==> src/rtl/core_ctx_sched.sv <==
// core_ctx_sched: multi-context task scheduler for one core.
// Dequeues tasks into free contexts, reports start/finish to the CQ through two
// round-robin arbiters, and handles per-context abort and memory drain.
module core_ctx_sched #(
    parameter int unsigned N_CTX    = 4,
    parameter int unsigned SLOT_W   = 7,
    parameter int unsigned TASK_W   = 128,
    parameter int unsigned THREAD_W = 4,
    parameter int unsigned CHILD_W  = 3,
    parameter int unsigned RST_HOLD = 6
) (
    input  logic                    clk,
    input  logic                    rst,
    input  logic                    start_en,
    input  logic                    cfg_deq_valid,
    input  logic [31:0]             cfg_deq_count,
    output logic                    task_arvalid,
    input  logic                    task_rvalid,
    input  logic [TASK_W-1:0]       task_rdata,
    input  logic [SLOT_W-1:0]       task_rslot,
    input  logic [THREAD_W-1:0]     task_rthread,
    output logic                    start_task_valid,
    input  logic                    start_task_ready,
    output logic [SLOT_W-1:0]       start_task_slot,
    output logic                    finish_task_valid,
    input  logic                    finish_task_ready,
    output logic [SLOT_W-1:0]       finish_task_slot,
    output logic [THREAD_W-1:0]     finish_task_thread,
    output logic [CHILD_W-1:0]      finish_task_num_children,
    output logic                    finish_task_undo_log_write,
    input  logic [2**SLOT_W-1:0]    task_aborted,
    input  logic [N_CTX-1:0]        ctx_enq_fire,
    input  logic [N_CTX-1:0]        ctx_undo_fire,
    input  logic [N_CTX-1:0]        ctx_out_busy,
    input  logic [N_CTX-1:0]        ctx_mem_pending,
    output logic [N_CTX-1:0]        app_start,
    output logic [N_CTX*TASK_W-1:0] app_task,
    input  logic [N_CTX-1:0]        app_done,
    input  logic [N_CTX-1:0]        app_idle,
    output logic [N_CTX-1:0]        app_rst,
    output logic [N_CTX-1:0]        ctx_busy,
    output logic [31:0]             num_dequeues
);
    localparam int unsigned PTR_W = (N_CTX > 1) ? $clog2(N_CTX) : 1;
    localparam int unsigned CNT_W = $clog2(RST_HOLD + 1);

    typedef enum logic [2:0] {
        StIdle, StInform, StRun, StAbortRst, StAbortWait, StFinish, StDrain
    } ctx_state_e;

    ctx_state_e          state_q  [N_CTX];
    ctx_state_e          state_d  [N_CTX];
    logic [TASK_W-1:0]   task_q   [N_CTX];
    logic [TASK_W-1:0]   task_d   [N_CTX];
    logic [SLOT_W-1:0]   slot_q   [N_CTX];
    logic [SLOT_W-1:0]   slot_d   [N_CTX];
    logic [THREAD_W-1:0] thread_q [N_CTX];
    logic [THREAD_W-1:0] thread_d [N_CTX];
    logic [CHILD_W-1:0]  child_q  [N_CTX];
    logic [CHILD_W-1:0]  child_d  [N_CTX];
    logic [CNT_W-1:0]    hold_q   [N_CTX];
    logic [CNT_W-1:0]    hold_d   [N_CTX];
    logic [N_CTX-1:0]    undo_q, undo_d, abort_q, abort_d;
    logic [N_CTX-1:0]    app_start_q, app_start_d, app_rst_q, app_rst_d;
    logic [31:0]         budget_q, budget_d, ndeq_q, ndeq_d;
    logic [PTR_W-1:0]    s_ptr_q, s_ptr_d, f_ptr_q, f_ptr_d;
    logic [PTR_W-1:0]    s_lgnt_q, s_lgnt_d, f_lgnt_q, f_lgnt_d;
    logic                s_lock_q, s_lock_d, f_lock_q, f_lock_d;
    logic [N_CTX-1:0]    idle_vec, s_req, f_req;
    logic [PTR_W-1:0]    deq_idx, s_gnt, f_gnt;
    logic                deq_ok, s_valid, f_valid, deq_fire, s_fire, f_fire;

    // First requester at or after ptr, wrapping around.
    function automatic logic [PTR_W-1:0] rr_pick(input logic [N_CTX-1:0] req,
                                                 input logic [PTR_W-1:0] ptr);
        logic [PTR_W-1:0] pick;
        logic             found;
        int               idx;
        pick  = '0;
        found = 1'b0;
        for (int k = 0; k < int'(N_CTX); k++) begin
            idx = (int'(ptr) + k) % int'(N_CTX);
            if (!found && req[idx]) begin
                pick  = PTR_W'(idx);
                found = 1'b1;
            end
        end
        return pick;
    endfunction

    function automatic logic [PTR_W-1:0] rr_next(input logic [PTR_W-1:0] g);
        return (int'(g) == int'(N_CTX) - 1) ? '0 : g + 1'b1;
    endfunction

    // Request vectors, dequeue target, arbiter grants and handshakes
    always_comb begin
        idle_vec = '0;
        s_req    = '0;
        f_req    = '0;
        deq_idx  = '0;
        for (int i = 0; i < int'(N_CTX); i++) begin
            idle_vec[i] = (state_q[i] == StIdle);
            s_req[i]    = (state_q[i] == StInform);
            // A finish beat already presented stays eligible until accepted
            f_req[i]    = (state_q[i] == StFinish) &&
                          (!ctx_out_busy[i] || (f_lock_q && f_lgnt_q == PTR_W'(i)));
        end
        for (int i = int'(N_CTX) - 1; i >= 0; i--) begin
            if (idle_vec[i]) deq_idx = PTR_W'(i);
        end
        deq_ok   = start_en && !rst && (budget_q != 32'd0) && (|idle_vec);
        s_valid  = |s_req;
        f_valid  = |f_req;
        s_gnt    = s_lock_q ? s_lgnt_q : rr_pick(s_req, s_ptr_q);
        f_gnt    = f_lock_q ? f_lgnt_q : rr_pick(f_req, f_ptr_q);
        deq_fire = deq_ok && task_rvalid;
        s_fire   = s_valid && start_task_ready;
        f_fire   = f_valid && finish_task_ready;
    end

    // Per-context next state
    always_comb begin
        for (int i = 0; i < int'(N_CTX); i++) begin
            state_d[i] = state_q[i];
            unique case (state_q[i])
                StIdle:      if (deq_fire && deq_idx == PTR_W'(i)) state_d[i] = StInform;
                StInform:    if (s_fire && s_gnt == PTR_W'(i))
                                 state_d[i] = abort_q[i] ? StFinish : StRun;
                StRun:       if (app_done[i]) state_d[i] = StFinish;
                             else if (abort_q[i]) state_d[i] = StAbortRst;
                StAbortRst:  if (hold_q[i] == CNT_W'(RST_HOLD - 1)) state_d[i] = StAbortWait;
                StAbortWait: if (app_idle[i]) state_d[i] = StFinish;
                StFinish:    if (f_fire && f_gnt == PTR_W'(i))
                                 state_d[i] = ctx_mem_pending[i] ? StDrain : StIdle;
                StDrain:     if (!ctx_mem_pending[i]) state_d[i] = StIdle;
                default:     state_d[i] = StIdle;
            endcase
        end
    end

    // Context data, budget/counters and arbiter bookkeeping
    always_comb begin
        logic deq_here;
        logic run_or_inf;
        deq_here   = 1'b0;
        run_or_inf = 1'b0;
        budget_d   = budget_q;
        if (cfg_deq_valid) budget_d = cfg_deq_count;
        else if (deq_fire) budget_d = budget_q - 32'd1;
        ndeq_d   = deq_fire ? ndeq_q + 32'd1 : ndeq_q;
        s_ptr_d  = s_fire ? rr_next(s_gnt) : s_ptr_q;
        f_ptr_d  = f_fire ? rr_next(f_gnt) : f_ptr_q;
        // Hold the grant while a beat waits so the presented fields stay stable
        s_lock_d = s_valid && !start_task_ready;
        f_lock_d = f_valid && !finish_task_ready;
        s_lgnt_d = s_gnt;
        f_lgnt_d = f_gnt;
        for (int i = 0; i < int'(N_CTX); i++) begin
            deq_here    = deq_fire && (deq_idx == PTR_W'(i));
            run_or_inf  = (state_q[i] == StInform) || (state_q[i] == StRun);
            task_d[i]   = deq_here ? task_rdata   : task_q[i];
            slot_d[i]   = deq_here ? task_rslot   : slot_q[i];
            thread_d[i] = deq_here ? task_rthread : thread_q[i];
            child_d[i]  = child_q[i];
            undo_d[i]   = undo_q[i];
            if (deq_here) begin
                child_d[i] = '0;
                undo_d[i]  = 1'b0;
            end else if (state_q[i] != StIdle) begin
                if (ctx_enq_fire[i] && child_q[i] != '1) child_d[i] = child_q[i] + 1'b1;
                if (ctx_undo_fire[i]) undo_d[i] = 1'b1;
            end
            // Completion in the same cycle as an abort takes precedence
            abort_d[i] = (state_d[i] == StIdle) ? 1'b0 :
                         abort_q[i] | (task_aborted[slot_q[i]] && run_or_inf &&
                                       !((state_q[i] == StRun) && app_done[i]));
            hold_d[i]      = (state_q[i] == StAbortRst) ? hold_q[i] + 1'b1 : '0;
            app_start_d[i] = s_fire && (s_gnt == PTR_W'(i)) && !abort_q[i];
            app_rst_d[i]   = (state_d[i] == StAbortRst);
        end
    end

    // Outputs
    always_comb begin
        task_arvalid               = deq_ok;
        start_task_valid           = s_valid;
        start_task_slot            = slot_q[s_gnt];
        finish_task_valid          = f_valid;
        finish_task_slot           = slot_q[f_gnt];
        finish_task_thread         = thread_q[f_gnt];
        finish_task_num_children   = child_q[f_gnt];
        finish_task_undo_log_write = undo_q[f_gnt];
        app_start                  = app_start_q;
        app_rst                    = app_rst_q;
        num_dequeues               = ndeq_q;
        ctx_busy                   = '0;
        app_task                   = '0;
        for (int i = 0; i < int'(N_CTX); i++) begin
            ctx_busy[i]                    = (state_q[i] != StIdle);
            app_task[i*TASK_W +: TASK_W]   = task_q[i];
        end
    end

    // State register
    always_ff @(posedge clk) begin
        if (rst) begin
            for (int i = 0; i < int'(N_CTX); i++) begin
                state_q[i]  <= StIdle;
                task_q[i]   <= '0;
                slot_q[i]   <= '0;
                thread_q[i] <= '0;
                child_q[i]  <= '0;
                hold_q[i]   <= '0;
            end
            undo_q      <= '0;
            abort_q     <= '0;
            app_start_q <= '0;
            app_rst_q   <= '1;
            budget_q    <= 32'hFFFF_FFFF;
            ndeq_q      <= '0;
            s_ptr_q     <= '0;
            f_ptr_q     <= '0;
            s_lgnt_q    <= '0;
            f_lgnt_q    <= '0;
            s_lock_q    <= 1'b0;
            f_lock_q    <= 1'b0;
        end else begin
            for (int i = 0; i < int'(N_CTX); i++) begin
                state_q[i]  <= state_d[i];
                task_q[i]   <= task_d[i];
                slot_q[i]   <= slot_d[i];
                thread_q[i] <= thread_d[i];
                child_q[i]  <= child_d[i];
                hold_q[i]   <= hold_d[i];
            end
            undo_q      <= undo_d;
            abort_q     <= abort_d;
            app_start_q <= app_start_d;
            app_rst_q   <= app_rst_d;
            budget_q    <= budget_d;
            ndeq_q      <= ndeq_d;
            s_ptr_q     <= s_ptr_d;
            f_ptr_q     <= f_ptr_d;
            s_lgnt_q    <= s_lgnt_d;
            f_lgnt_q    <= f_lgnt_d;
            s_lock_q    <= s_lock_d;
            f_lock_q    <= f_lock_d;
        end
    end

endmodule

==> config.mk <==
export PLATFORM = sky130hd
export DESIGN_NAME = core_ctx_sched
export DESIGN_NICKNAME = d
export VERILOG_FILES = /design/src/rtl/core_ctx_sched.sv
export SDC_FILE = /design/constraint.sdc
export NUM_CORES = 2
export LEC_CHECK = 0
export ABC_AREA = 1
export CAP_MARGIN = 15
export CORE_ASPECT_RATIO = 0.6
export CORE_MARGIN = 2
export CORE_UTILIZATION = 30
export DETAILED_ROUTE_END_ITERATION = 10
export HOLD_SLACK_MARGIN = 0.08
export SLEW_MARGIN = 30
export SYNTH_ARGS = -nofsm -noshare
export SYNTH_HDL_FRONTEND = slang
export SYNTH_SLANG_ARGS = --single-unit
==> constraint.sdc <==
create_clock -name clk -period 2.5 [get_ports clk]
set_input_delay 0.25 -clock clk [delete_from_list [all_inputs] [get_ports clk]]
set_output_delay 0.25 -clock clk [all_outputs]
set_load 0.01 [all_outputs]
After elaboration in Yosys (flattened, before gate mapping)
Memories as Yosys holds them, arrays and structs flattened.
Index checks and enable logic that the tools add are counted.
{"block": "op_classes", "addsub": 18, "n_lt_le_gt_ge": 13, "eq_ne": 54, "n_mux": 155, "n_bitwise": 34, "reduce_logical": 126}
{"op": "two-way mux 128 bit", "count": 8}
{"op": "two-way mux 3 bit", "count": 68}
{"op": "one-hot mux 3 bit (7 select lines)", "count": 4}
{"op": "two-way mux 32 bit", "count": 2}
{"op": "two-way mux 7 bit", "count": 8}
{"op": "logical AND 1 bit", "count": 54}
{"op": "== test 3 bit, second input constant", "count": 16}
{"op": "== test 3 x 2 -> 1 bit, second input constant", "count": 12}
{"op": "adder 32 x 1 -> 32 bit, second input constant", "count": 1}
{"op": "less-than comparator 7 x 8 -> 1 bit, second input constant", "count": 4}
{"op": "two-way mux 2 bit", "count": 16}
{"op": "two-way mux 4 bit", "count": 8}
{"op": "nonzero test 32 bit", "count": 1}
{"op": "subtractor 32 x 1 -> 32 bit, second input constant", "count": 1}
{"op": "binary-select mux 1 bit (select 7 bit)", "count": 4}
{"op": "two-way mux 1 bit", "count": 28}
{"op": "bitwise OR 1 bit", "count": 28}
{"op": "OR reduction 2 bit", "count": 14}
{"op": "adder 3 x 1 -> 3 bit, second input constant", "count": 8}
{"op": "zero test 3 bit", "count": 8}
{"op": "less-than comparator 3 x 4 -> 1 bit, second input constant", "count": 6}
{"op": "zero test 1 bit", "count": 21}
{"op": "binary-select mux 1 bit (select 2 bit)", "count": 9}
{"op": "== test 2 bit, second input constant", "count": 8}
{"op": "14 further kinds", "count": 63}
{"block": "totals", "register_bits": 90, "ramBits": 592, "mem_count": 6}
{"memory": "task_q", "depth": 4, "width": 128, "read_ports": 4, "rd_ports_with_merged_regs": 0, "wr": 4, "line": "53", "source": "logic [TASK_W-1:0] task_q [N_CTX];"}
{"memory": "slot_q", "depth": 4, "width": 7, "read_ports": 6, "rd_ports_with_merged_regs": 0, "wr": 4, "line": "55", "source": "logic [SLOT_W-1:0] slot_q [N_CTX];"}
{"memory": "thread_q", "depth": 4, "width": 4, "read_ports": 1, "rd_ports_with_merged_regs": 0, "wr": 4, "line": "57", "source": "logic [THREAD_W-1:0] thread_q [N_CTX];"}
{"memory": "child_q", "depth": 4, "width": 3, "read_ports": 5, "rd_ports_with_merged_regs": 0, "wr": 4, "line": "59", "source": "logic [CHILD_W-1:0] child_q [N_CTX];"}
{"memory": "hold_q", "depth": 4, "width": 3, "read_ports": 4, "rd_ports_with_merged_regs": 0, "wr": 4, "line": "61", "source": "logic [CNT_W-1:0] hold_q [N_CTX];"}
{"memory": "state_q", "depth": 4, "width": 3, "read_ports": 4, "rd_ports_with_merged_regs": 0, "wr": 4, "line": "51", "source": "ctx_state_e state_q [N_CTX];"}

Longest topological paths before layout
{"block": "logic_depth", "ltp_word": 23, "ltp_mapped": 24, "depth_no_buf": 23}

Worst setup path after synthesis
OpenSTA, ideal clock, no wires.
{"block": "synth_timing", "path_type": "reg2reg", "startpoint": "memory state_q[0][1] in the netlist's numbering", "endpoint": "register abort_q[3]", "setup_ns": 0.111, "arrival_time_ns": 2.606, "required_time_ns": 2.389, "slack_ns": -0.217, "stages_incl_launch_ff": 22, "path_buffers": 2, "period_less_slack_ns": 2.717, "cell_sequence": "dfxtp_1 -> inv_2 -> buf_4 -> nand2_1 -> nor2_2 -> nand3_1 -> nand2_1 -> nand2_1 -> nand2_1 -> nand3_1 -> nand3_1 -> nand3_2 -> nand2_4 -> clkbuf_1 -> ha_1 -> nand2_1 -> nand2_1 -> inv_1 -> nor4_1 -> nand3_1 -> nand3_1 -> inv_1"}
{"element": "start, declared", "line": "51"}
{"element": "end signal, assigned", "line": "237", "source": "abort_q <= abort_d;"}
{"element": "end, declared", "line": "63", "source": "logic [N_CTX-1:0] undo_q, undo_d, abort_q, abort_d;"}

==> flow_metrics.env <==
export IMPL_synth_top_area_share_pct=43.5
export IMPL_cts_root_buf="clkbuf_16"
export IMPL_worst_pin_slew_ps=848
export IMPL_ant_nets=0
export IMPL_cp_max_fo=4
export IMPL_final_max_slew_viol_count=0
export IMPL_place_inst=6387
export IMPL_row_count=90
export IMPL_crit_path_max_incr_delay_ps=320
export IMPL_async_flop_share_pct=0
export IMPL_routed_wire_length_per_instance_um=24.6
export IMPL_synthMostInstantiatedCell="o21ai_0"
export IMPL_clk_pin_slew_worst_paths_ps=60
export IMPL_synthTopCellsByCount="o21ai_0 (816), nand3_1 (668), dfxtp_1 (666), nand2_1 (445), nor2_1 (397)"
export IMPL_rsz0062_at_grt="yes"
export IMPL_die_width_um=417
export IMPL_synthCells=4183
export IMPL_fin_cells=6611
export IMPL_power_leakage_nw=18.1
export IMPL_finalCritPeriodShare_pct=129
export IMPL_die_area_sq_mm=0.105
export IMPL_drc=0
export IMPL_dpl_cell_area_sq_mm=0.0429
export IMPL_hold_viol_final=0
export IMPL_cp_required_ps=2250
export IMPL_dp_slack_ps=-790
export IMPL_tns_ps=-16020
export IMPL_arrival_ps=2980
export IMPL_cts_tree="yes"
export IMPL_numCtsBuffers=70
export IMPL_multiInputGateArea_sq_mm=0.0152
export IMPL_slew_headroom_pct=43.5
export IMPL_syn_nets=4534
export IMPL_synth_largest_area_cell="dfxtp_1"
export IMPL_cts_buffer_depth=3
export IMPL_status="finished with violations"
export IMPL_num_vias=35600
export IMPL_area_delta_synth_final_pct=52.7
export IMPL_layout_setup_ws_ps=-735
export IMPL_grt_pass1_wl_um=227000
export IMPL_fin_skew_ps=57.4
export IMPL_wl_um=162000
export IMPL_ir_worst_vdd_mv=0.453
export IMPL_critPathKind="register to output pin"
export IMPL_drive_gt1_share_pct=12.8
export IMPL_yosysSeqAreaShare_pct=45.0
export IMPL_gp_congestion=1.09
export IMPL_io_buffers=910
export IMPL_viasPerCell=5.39
export IMPL_violations="negative setup slack"
export IMPL_netlist_area_sq_mm=0.0307
export IMPL_synth_edf_count=16
export IMPL_setup_viol=28
export IMPL_overflow=0
export IMPL_startpoint_type="register"
export IMPL_fillers=9919
export IMPL_grt_max_degree=231
export IMPL_io_pins=911
export IMPL_utilization_pct=46.4
export IMPL_firstDrtPassIters=8
export IMPL_htreeDepth=3
export IMPL_hold_path_class="input pin to register"
export IMPL_cts_sinks=682
export IMPL_nets=5526
export IMPL_yosys_top_cells_area="dfxtp_1 (43%), o21ai_0 (13%), nand3_1 (11%)"
export IMPL_stdcell_area_sq_mm=0.0468
export IMPL_dpl_hpwl_um=123000
export IMPL_timing_hold_ws_ps=118
export IMPL_grt_use_total_pct=29.1
export IMPL_avgSynthCellArea_sq_um=7.33
export IMPL_synth_seq_cells=682
export IMPL_die_h_um=252
export IMPL_drt_first_iter_violations=4070
export IMPL_antenna_found_initial=58
export IMPL_ys_flop_type="dfxtp_1"
export IMPL_regArea_sq_mm=0.0138
export IMPL_maxCapViolCount=0
export IMPL_end_kind="output pin"
export IMPL_grt_pass1_vias=32300
export IMPL_insertion_delay_ps=700
export IMPL_yosysUniqueCellTypes=53
export IMPL_yosys_warnings=0
export IMPL_cts_hold_repair_buffers=0
export IMPL_start_util_pct=30.4
export IMPL_power_mw=25.6
export IMPL_post_route_min_period_ps=3230
export IMPL_power_density_mw_per_mm2=546
export IMPL_cp_slowest_cell="dfxtp_1"
export IMPL_path_cells="inv_2, nand2_1, nor2_4, nand3_1, nand3_1, nand2_4, nand3b_1, nand2_1, nor2_1, nand2_2, nand2_4, inv_4, nor2_4, clkinvlp_4, buf_6, o221ai_4, buf_2"
export IMPL_core_sq_mm=0.101
export IMPL_max_freq_mhz=309
## what timing repair did
item,4_1_cts,5_1_grt
setup endpoints to repair,43,387
buffers inserted,24,19
cloned,1,6
resized for setup,193,171
pin swaps,31,45
## final timing paths
check	from	end	slack (ps)	cells after the start
worst min-delay path	rst	budget_q[7]	120	4
worst min register to register	hold_q[1][0]	hold_q[1][0]	450	1
worst max-delay path	state_q[0][1]	finish_task_slot[3]	-730	17
worst max register to register	state_q[3][1]	abort_q[3]	-440	23
## power breakdown
part / internal [mW] / switching, mW
Clock: 6.12 / 4.85
Combinational: 1.41 / 1.89
Sequential: 11.1 / 0.154
## flip-flops by register name (all words and copies together), names as in the netlist, 12 cells and up
| signal | count |
|---|---|
| state_q | 12 |
| task_q | 512 |
| thread_q | 16 |
| child_q | 12 |
| slot_q | 28 |
| num_dequeues | 32 |
| budget_q | 32 |
| hold_q | 12 |
## critical path: cells and delay by family (launching register included)
| family | cells | cell delay [ps] |
|---|---|---|
| AO/OA/AOI/OAI | 1 | 170 |
| buffers and inverters | 5 | 590 |
| flip-flops | 1 | 320 |
| AND/OR/NAND/NOR | 11 | 1250 |
## final cells by class
cell class / count / share of cell area (%)
Clock buffer: 109 / 4.44
Tap cell: 1334 / 3.56
Multi-Input combinational cell: 2885 / 32.5
Inverter: 305 / 2.58
Sequential cell: 682 / 29.6
Timing Repair Buffer: 1231 / 26.5
Clock inverter: 14 / 0.545
Antenna cell: 51 / 0.272
## cells in the final DEF, fill, tap and decap left out, types with 20 or more instances in the layout
cell	synthesis	final
nand4_1	36	36
buf_12	0	51
dfxtp_1	666	645
nor3_1	32	27
o21ai_0	816	803
clkdlybuf4s50_1	0	882
nand3_1	668	641
o22ai_1	157	152
xor2_1	28	27
nand3_2	2	24
nand2_1	445	399
a21oi_1	99	96
inv_1	280	261
buf_6	1	35
nor2_1	397	380
nand2_2	7	39
o21ai_1	16	23
inv_2	15	26
ha_1	21	20
buf_4	7	228
o211ai_1	36	36
diode_2	0	51
clkbuf_16	0	79
clkbuf_1	205	23
## cell families (layout without fill, tap and decap cells)
| kind of cell | count (synthesis) | in the layout | synth area share [%] |
|---|---|---|---|
| buffers and inverters | 616 | 1659 | 7.93 |
| AOI/OAI and AO/OA | 1169 | 1169 | 20.5 |
| other | 0 | 51 | 0 |
| xor gates and xnor gates | 43 | 43 | 1.25 |
| DFF | 682 | 682 | 45.0 |
| and+or+nand+nor | 1652 | 1652 | 24.4 |
| adders and majority gates | 21 | 21 | 0.857 |
## layer usage
layer / vias up / wire, um / GRT usage, %
met5: - / 217 / 2.06
met4: 24 / 5740 / 10.8
met3: 343 / 19200 / 11.3
met2: 1923 / 67000 / 41.1
met1: 16900 / 70200 / 39.6
li1: 16500 / - / -
Note: power is estimated with default switching activity, not from simulation.
